===== src/rtl/shift_pkg.sv =====
// Shared state encodings and sizing helper for the serial transmitter.
package shift_pkg;

  typedef enum logic [1:0] {
    ST_IDLE  = 2'b00,
    ST_SHIFT = 2'b01
  } state_t;

  function automatic int cnt_w(input int n);
    return $clog2(n) + 1;
  endfunction

endpackage


===== src/rtl/piso_bit_counter.sv =====
// Frame bit counter with synchronous clear/increment and terminal-count flag.
module piso_bit_counter
  import shift_pkg::*;
#(
  parameter int N = 8
) (
  input  logic clk,
  input  logic reset,
  input  logic clear,
  input  logic incr,
  output logic tc
);

  localparam int CW = cnt_w(N);

  logic [CW-1:0] cnt;

  always_ff @(posedge clk) begin
    if (reset) begin
      cnt <= '0;
    end else if (clear) begin
      cnt <= '0;
    end else if (incr) begin
      cnt <= cnt + CW'(1);
    end
  end

  assign tc = (cnt == CW'(N - 1));

endmodule


===== src/rtl/piso_shift_tx.sv =====
// Parallel-in/serial-out transmitter with ready/valid load handshake.
// Define PIPO_PARITY_EN to append an even-parity bit after the data bits.
module piso_shift_tx
  import shift_pkg::*;
#(
  parameter int WIDTH      = 8,
  parameter bit MSB_FIRST  = 1'b1,
  parameter bit IDLE_LEVEL = 1'b0
) (
  input  logic             clk,
  input  logic             reset,
  input  logic             enable,
  input  logic             load_valid,
  input  logic [WIDTH-1:0] load_data,
  output logic             load_ready,
  output logic             q,
  output logic             bit_valid,
  output logic             done
);

`ifdef PIPO_PARITY_EN
  localparam int N = WIDTH + 1;
`else
  localparam int N = WIDTH;
`endif

  state_t state, state_nx;

  logic             accept;
  logic             adv;
  logic             fin;
  logic             tc;
  logic [WIDTH-1:0] ordered;
  logic [N-1:0]     frame;
  logic [N-1:0]     sreg;

  piso_bit_counter #(
    .N (N)
  ) u_cnt (
    .clk   (clk),
    .reset (reset),
    .clear (accept),
    .incr  (adv & ~tc),
    .tc    (tc)
  );

  // Frame is laid out so that its top bit always goes out first.
  always_comb begin
    ordered = load_data;
    if (!MSB_FIRST) begin
      for (int i = 0; i < WIDTH; i++) begin
        ordered[i] = load_data[WIDTH-1-i];
      end
    end
`ifdef PIPO_PARITY_EN
    frame = {ordered, ^load_data};
`else
    frame = ordered;
`endif
  end

  always_ff @(posedge clk) begin
    if (reset) begin
      state <= ST_IDLE;
    end else begin
      state <= state_nx;
    end
  end

  always_comb begin
    state_nx = state;
    accept   = 1'b0;
    adv      = 1'b0;
    fin      = 1'b0;
    unique case (state)
      ST_IDLE: begin
        accept = load_valid;
        if (load_valid) begin
          state_nx = ST_SHIFT;
        end
      end
      ST_SHIFT: begin
        adv = enable;
        if (enable && tc) begin
          fin      = 1'b1;
          state_nx = ST_IDLE;
        end
      end
      default: state_nx = ST_IDLE;
    endcase
  end

  always_ff @(posedge clk) begin
    if (reset) begin
      q    <= IDLE_LEVEL;
      sreg <= '0;
      done <= 1'b0;
    end else begin
      done <= fin;
      if (accept) begin
        q    <= frame[N-1];
        sreg <= {frame[N-2:0], 1'b0};
      end else if (adv) begin
        q    <= tc ? IDLE_LEVEL : sreg[N-1];
        sreg <= {sreg[N-2:0], 1'b0};
      end
    end
  end

  assign load_ready = (state == ST_IDLE);
  assign bit_valid  = (state == ST_SHIFT);

endmodule


===== config.mk =====
export PLATFORM = sky130hd
export DESIGN_NAME = piso_shift_tx
export DESIGN_NICKNAME = d
export VERILOG_FILES = /design/src/rtl/shift_pkg.sv /design/src/rtl/piso_bit_counter.sv /design/src/rtl/piso_shift_tx.sv
export SDC_FILE = /design/constraint.sdc
export NUM_CORES = 1
export LEC_CHECK = 0
export ABC_AREA = 1
export CAP_MARGIN = 10
export CORE_AREA = 2 2 39 41
export DETAILED_ROUTE_END_ITERATION = 8
export DIE_AREA = 0 0 41 43
export DONT_BUFFER_PORTS = 1
export MAX_ROUTING_LAYER = met4
export PLACE_DENSITY = 0.68
export SYNTH_ARGS = -nofsm -noshare
export SYNTH_HDL_FRONTEND = slang
export SYNTH_SLANG_ARGS = --single-unit

===== constraint.sdc =====
create_clock -name clk -period 3 [get_ports clk]
set_clock_uncertainty 0.15 [all_clocks]
set_input_delay 0.6 -clock clk [delete_from_list [all_inputs] [get_ports clk]]
set_output_delay 0.6 -clock clk [all_outputs]
set_load 0.02 [all_outputs]

Word-level counts from Yosys, hierarchy flattened
Cells that the tools add are included.
{"block": "totals", "regBits": 15, "inputBits": 12, "output_inout_bits": 4, "wordCells": 30}
{"block": "op_classes", "n_addsub": 1, "eq_ne": 4, "muxes": 11, "bitwise_logic": 3, "n_reduce_logical": 6}
{"cell": "2-to-1 mux 8 bit", "count": 2}
{"cell": "2-to-1 mux 1 bit", "count": 6}
{"cell": "adder 4 x 1 -> 4 bit (second input constant)", "count": 1}
{"cell": "== test 4 x 3 -> 1 bit (second input constant)", "count": 1}
{"cell": "2-to-1 mux 2 bit", "count": 2}
{"cell": "case mux 2 bit (2 select lines)", "count": 1}
{"cell": "OR reduction 2 bit", "count": 2}
{"cell": "== test 2 x 1 -> 1 bit (second input constant)", "count": 1}
{"cell": "zero test 2 bit", "count": 1}
{"cell": "inequality test 2 x 1 -> 1 bit (second input constant)", "count": 1}
{"cell": "inequality test 2 bit (second input constant)", "count": 1}
{"cell": "inverter 1 bit", "count": 2}
{"cell": "AND reduction 2 bit", "count": 1}
{"cell": "nonzero test 2 bit", "count": 1}
{"cell": "bitwise AND 1 bit", "count": 1}
{"cell": "logical AND 1 bit", "count": 1}

Logic depth before layout (Yosys ltp)
{"block": "logic_depth", "word_depth": 4, "mapped_depth": 6, "depth_no_buf": 6}

Cells and area by module
From an unflattened synthesis, not the netlist that was laid out.
{"block": "hier_totals", "hier_cells": 99, "hier_area_um2": 814.5}
{"mod": "piso_shift_tx", "n_inst": 1, "cells_each": 75, "area_each_um2": 640.6, "seq_area_each_um2": 200.2}
{"mod": "piso_bit_counter", "n_inst": 1, "cells_each": 24, "area_each_um2": 173.9, "seq_area_each_um2": 80.1}

Worst setup path after synthesis
OpenSTA, ideal clock, no wires.
{"block": "synth_path", "path_type": "flip-flop to output port", "from": "register state[0]", "to": "output load_ready", "arrival_ns": 0.657, "required_ns": 2.250, "path_slack_ns": 1.593, "path_stages_with_launch": 2, "n_path_buf": 0, "cell_sequence": "dfxtp_1 -> inv_2"}
{"block": "synth_via", "elab_chain_len": 1}
{"element": "start, declared", "line": "piso_shift_tx.sv:27", "rtl": "state_t state, state_nx;"}
{"element": "start signal, assigned", "line": "piso_shift_tx.sv:66", "rtl": "state <= state_nx;"}
{"element": "zero test 2 bit", "line": "piso_shift_tx.sv:110", "rtl": "assign load_ready = (state == ST_IDLE);"}
{"element": "end, declared", "line": "piso_shift_tx.sv:15", "rtl": "output logic load_ready,"}
No other way between the ends.

Final worst setup path
Ends and elaborated chain as after synthesis.

==> key figures <==
Drt
  – Routed wire length: 1140 microns
  – DRC errors left: 0
  – Detail-routed via count per cell: 4.77
  – Vias after detailed routing: 529
  – Detailed-route wire length per cell: 10.3 microns
  – DRT Pass-1 Iters: 2
  – Iteration-0 DRC count of the detailed router: 4
  – Final ANT Viol Nets: 0

Floorplanning
  – Die outline area: 0.00176 sq mm
  – Number of ports placed on the die boundary: 16
  – Horizontal die dimension: 41 microns
  – Core area: 0.00138 sq mm
  – Effective utilization at floorplan: 48.1%
  – Row count: 14
  – Vertical die dimension: 43 microns

CTS
  – CTS tree: done
  – Clock root buffer: sky130_fd_sc_hd__clkbuf_4
  – Number of instances resized during post-cts repair: 0
  – Number of post-CTS setup repair buffers: 0
  – Clk Latency, worst-skew pair: 280 ps
  – Clk pin slew, worst setup/hold paths: 80 ps
  – Bufs on Longest Clock Path: 2
  – Sinks on Clock Net: 14
  – Cts bufs inserted: 3
  – Hold-fix buffers, CTS: 0
  – Total number of H-tree levels: 1

Logic synthesis
  – Post-synth EDFFs: 0
  – Synth warnings: 0
  – Cell area after synthesis: 666 sq um
  – Distinct cell type count after synthesis: 23
  – Largest cells by area after synthesis: sky130_fd_sc_hd__dfxtp_1 (42%), sky130_fd_sc_hd__nand2_1 (19%), sky130_fd_sc_hd__a21oi_1 (6.0%), sky130_fd_sc_hd__nor2_1 (5.1%), sky130_fd_sc_hd__nand2_4 (3.4%)
  – Area share of the leading cell type in the synthesized netlist: 42.1%
  – Mean cell area of the mapped netlist: 7.24 sq um
  – Number of flip-flops and latches in the synthesized netlist: 14
  – Top_reg_cell synth: sky130_fd_sc_hd__dfxtp_1
  – Gate count of the mapped netlist: 92
  – Async set-or-reset flop fraction in the synthesized netlist: 0%
  – Number of nets produced by synthesis: 105
  – Share of the yosys chip area belonging to registers: 42.1%
  – Top cell type by total area after synthesis: sky130_fd_sc_hd__dfxtp_1

Cells and area
  – Antenna fix cells: 0
  – Final layout net count: 109
  – Area Growth Syn to Fin: 7.89%
  – Share of layout cells above drive strength 1: 17.9%
  – Core utilization of the finished layout: 51.9%
  – Fill count: 137

Pwr
  – Pwr Total: 0.377 mW
  – Power density relative to cell area: 525 mW/mm^2
  – Peak supply drop: 0.000316 V
  – Static leakage: 0.293 nW

Worst setup path
  – Crit path arrival time: 1000 ps
  – Startpoint type of the worst setup path: flop
  – Critical path capture point type: output pin
  – Crit path buffers/inverters: 1
  – Classification of the worst setup path: reg2out
  – Worst path required time: 2250 ps
  – Ordered list of cells on the worst path: inv_2
  – Worst path top cell family by delay: flip-flops
  – Reg-to-reg slack, setup: 1640 ps
  – Highest-delay cell along the critical path: sky130_fd_sc_hd__dfxtp_1
  – Reg-to-reg critical path endpoint: sreg[2]
  – CP peak stage delay: 560 ps
  – Worst R2R Start: state[0]
  – Crit path max fanout: 4
  – Number of cell instances on the worst register-to-register path: 4

Timing
  – Total count of max-transition violations in the final report: 0
  – Setup tns final: 0 ps
  – Relative max-transition margin: 74.0%
  – Setup violations, final: 0
  – Least setup slack across all paths after layout: 1250 ps
  – Count of final hold-check violations: 0
  – Setup repair after global routing missed its margin: false
  – Slew at the pin closest to its max-slew limit: 390 ps
  – Portion of the clock cycle consumed by the worst path in the final layout: 58.3%
  – Highest attainable clock frequency: 571 MHz
  – Time the worst path needs with I/O delays and setup: 1750 ps

Worst hold path
  – Worst hold path type: in2reg
  – Hold worst-path end: sreg[7]
  – Worst Min Path Start: reset
  – Worst hold path cell count: 1

Place
  – Worst setup slack before clock tree synthesis: 1510 ps
  – Input/output buffers: 0
  – Final RePlAce weighted congestion: 0.682
  – HPWL after detailed placement: 847 microns

Global routing
  – Total routing usage reported by global routing: 17.4%
  – Overflow left after global routing: 0
  – First-pass GRT wire length: 1950 microns
  – Pin count of the biggest net entering global routing: 12
  – Vias in the first global route: 486
  – Initial antenna violation count: 0

Job
  – Max cap viols: 0

Run status
  – Run status: finished, final reports clean
synthesized netlist by cell type (2+ instances only):
cell type	count
sky130_fd_sc_hd__inv_1	3
sky130_fd_sc_hd__or2_1	2
sky130_fd_sc_hd__inv_2	2
sky130_fd_sc_hd__nand3_1	2
sky130_fd_sc_hd__nor2_1	9
sky130_fd_sc_hd__dfxtp_1	14
sky130_fd_sc_hd__nand2_4	2
sky130_fd_sc_hd__a21oi_2	2
sky130_fd_sc_hd__nor2_2	2
sky130_fd_sc_hd__a21oi_1	8
sky130_fd_sc_hd__nand2_1	34
registers in the layout, summed over array words and instances, names as in the netlist:
signal / cells
done: 1
q: 1
sreg: 7
state: 1
u_cnt.cnt: 4
final cells by class:
class	count	area, sq um	share of cell area (%)
Multi-Input combinational cell	70	350	48.8
Sequential cell	14	280	39.0
Clock buffer	4	36.3	5.05
Inverter	7	31.3	4.36
Tap cell	16	20.0	2.79
cells by family (layout without fill, tap and decap cells):
kind of cell | Yosys count | count (layout) | share of synthesized area [%]
buffers and inverters | 8 | 11 | 5.26
adder cells (fa/ha/maj) | 1 | 1 | 1.88
AND/OR/NAND/NOR | 57 | 57 | 40.0
AO/OA/AOI/OAI | 12 | 12 | 10.7
flip-flops | 14 | 14 | 42.1
worst max path at each step:
stage | from | slack (ps) | cells past startpoint | endpoint
floorplan | state[0] | 1590 | 1 | load_ready
global placement | load_valid | 1530 | 5 | sreg[2]
detailed placement | load_valid | 1510 | 5 | sreg[2]
CTS | state[0] | 1230 | 1 | load_ready
global route | state[0] | 1200 | 1 | load_ready
finish | state[0] | 1250 | 1 | load_ready
power breakdown:
group | switching, mW | internal (mW)
registers | 0.00845 | 0.194
logic | 0.0239 | 0.0145
clock network | 0.0616 | 0.0739
total | 0.0940 | 0.283
cells in the final DEF, fill, tap and decap left out:
cell type,synthesis,final
sky130_fd_sc_hd__nand2_1,34,34
sky130_fd_sc_hd__inv_1,3,3
sky130_fd_sc_hd__nor2_2,2,2
sky130_fd_sc_hd__clkbuf_4,0,3
sky130_fd_sc_hd__nand2_2,1,1
sky130_fd_sc_hd__or2_1,2,2
sky130_fd_sc_hd__nand2_4,2,2
sky130_fd_sc_hd__nand4_1,1,1
sky130_fd_sc_hd__a21oi_1,8,8
sky130_fd_sc_hd__nand3_2,1,1
sky130_fd_sc_hd__clkinv_4,1,1
sky130_fd_sc_hd__or2_4,1,1
sky130_fd_sc_hd__a21oi_2,2,2
sky130_fd_sc_hd__ha_1,1,1
sky130_fd_sc_hd__clkinv_1,1,1
sky130_fd_sc_hd__nor3_1,1,1
sky130_fd_sc_hd__inv_2,2,2
sky130_fd_sc_hd__a211oi_1,1,1
sky130_fd_sc_hd__clkbuf_8,0,1
sky130_fd_sc_hd__o22ai_1,1,1
sky130_fd_sc_hd__nor2_4,1,1
sky130_fd_sc_hd__nand3_1,2,2
sky130_fd_sc_hd__nor2_1,9,9
sky130_fd_sc_hd__dfxtp_1,14,14
stage by stage:
| step | hold slack, ps | cell area (sq um) | std cells |
|---|---|---|---|
| final | 218 | 718 | 111 |
| after global routing | 202 | 718 | 111 |
| after floorplan | 289 | 666 | 92 |
| after detailed placement | 303 | 682 | 107 |
| after global placement | 294 | 682 | 107 |
| after CTS | 209 | 718 | 111 |
routing by layer:
metal / global-route usage [%] / vias up / part of all wire [%]
met5: - / - / 0
met4: 16.0 / 0 / 3.7
met3: 3.14 / 4 / 4.4
met2: 23.1 / 11 / 40
met1: 20.8 / 217 / 52
li1: - / 297 / -
(Power assumes the default switching activity.)
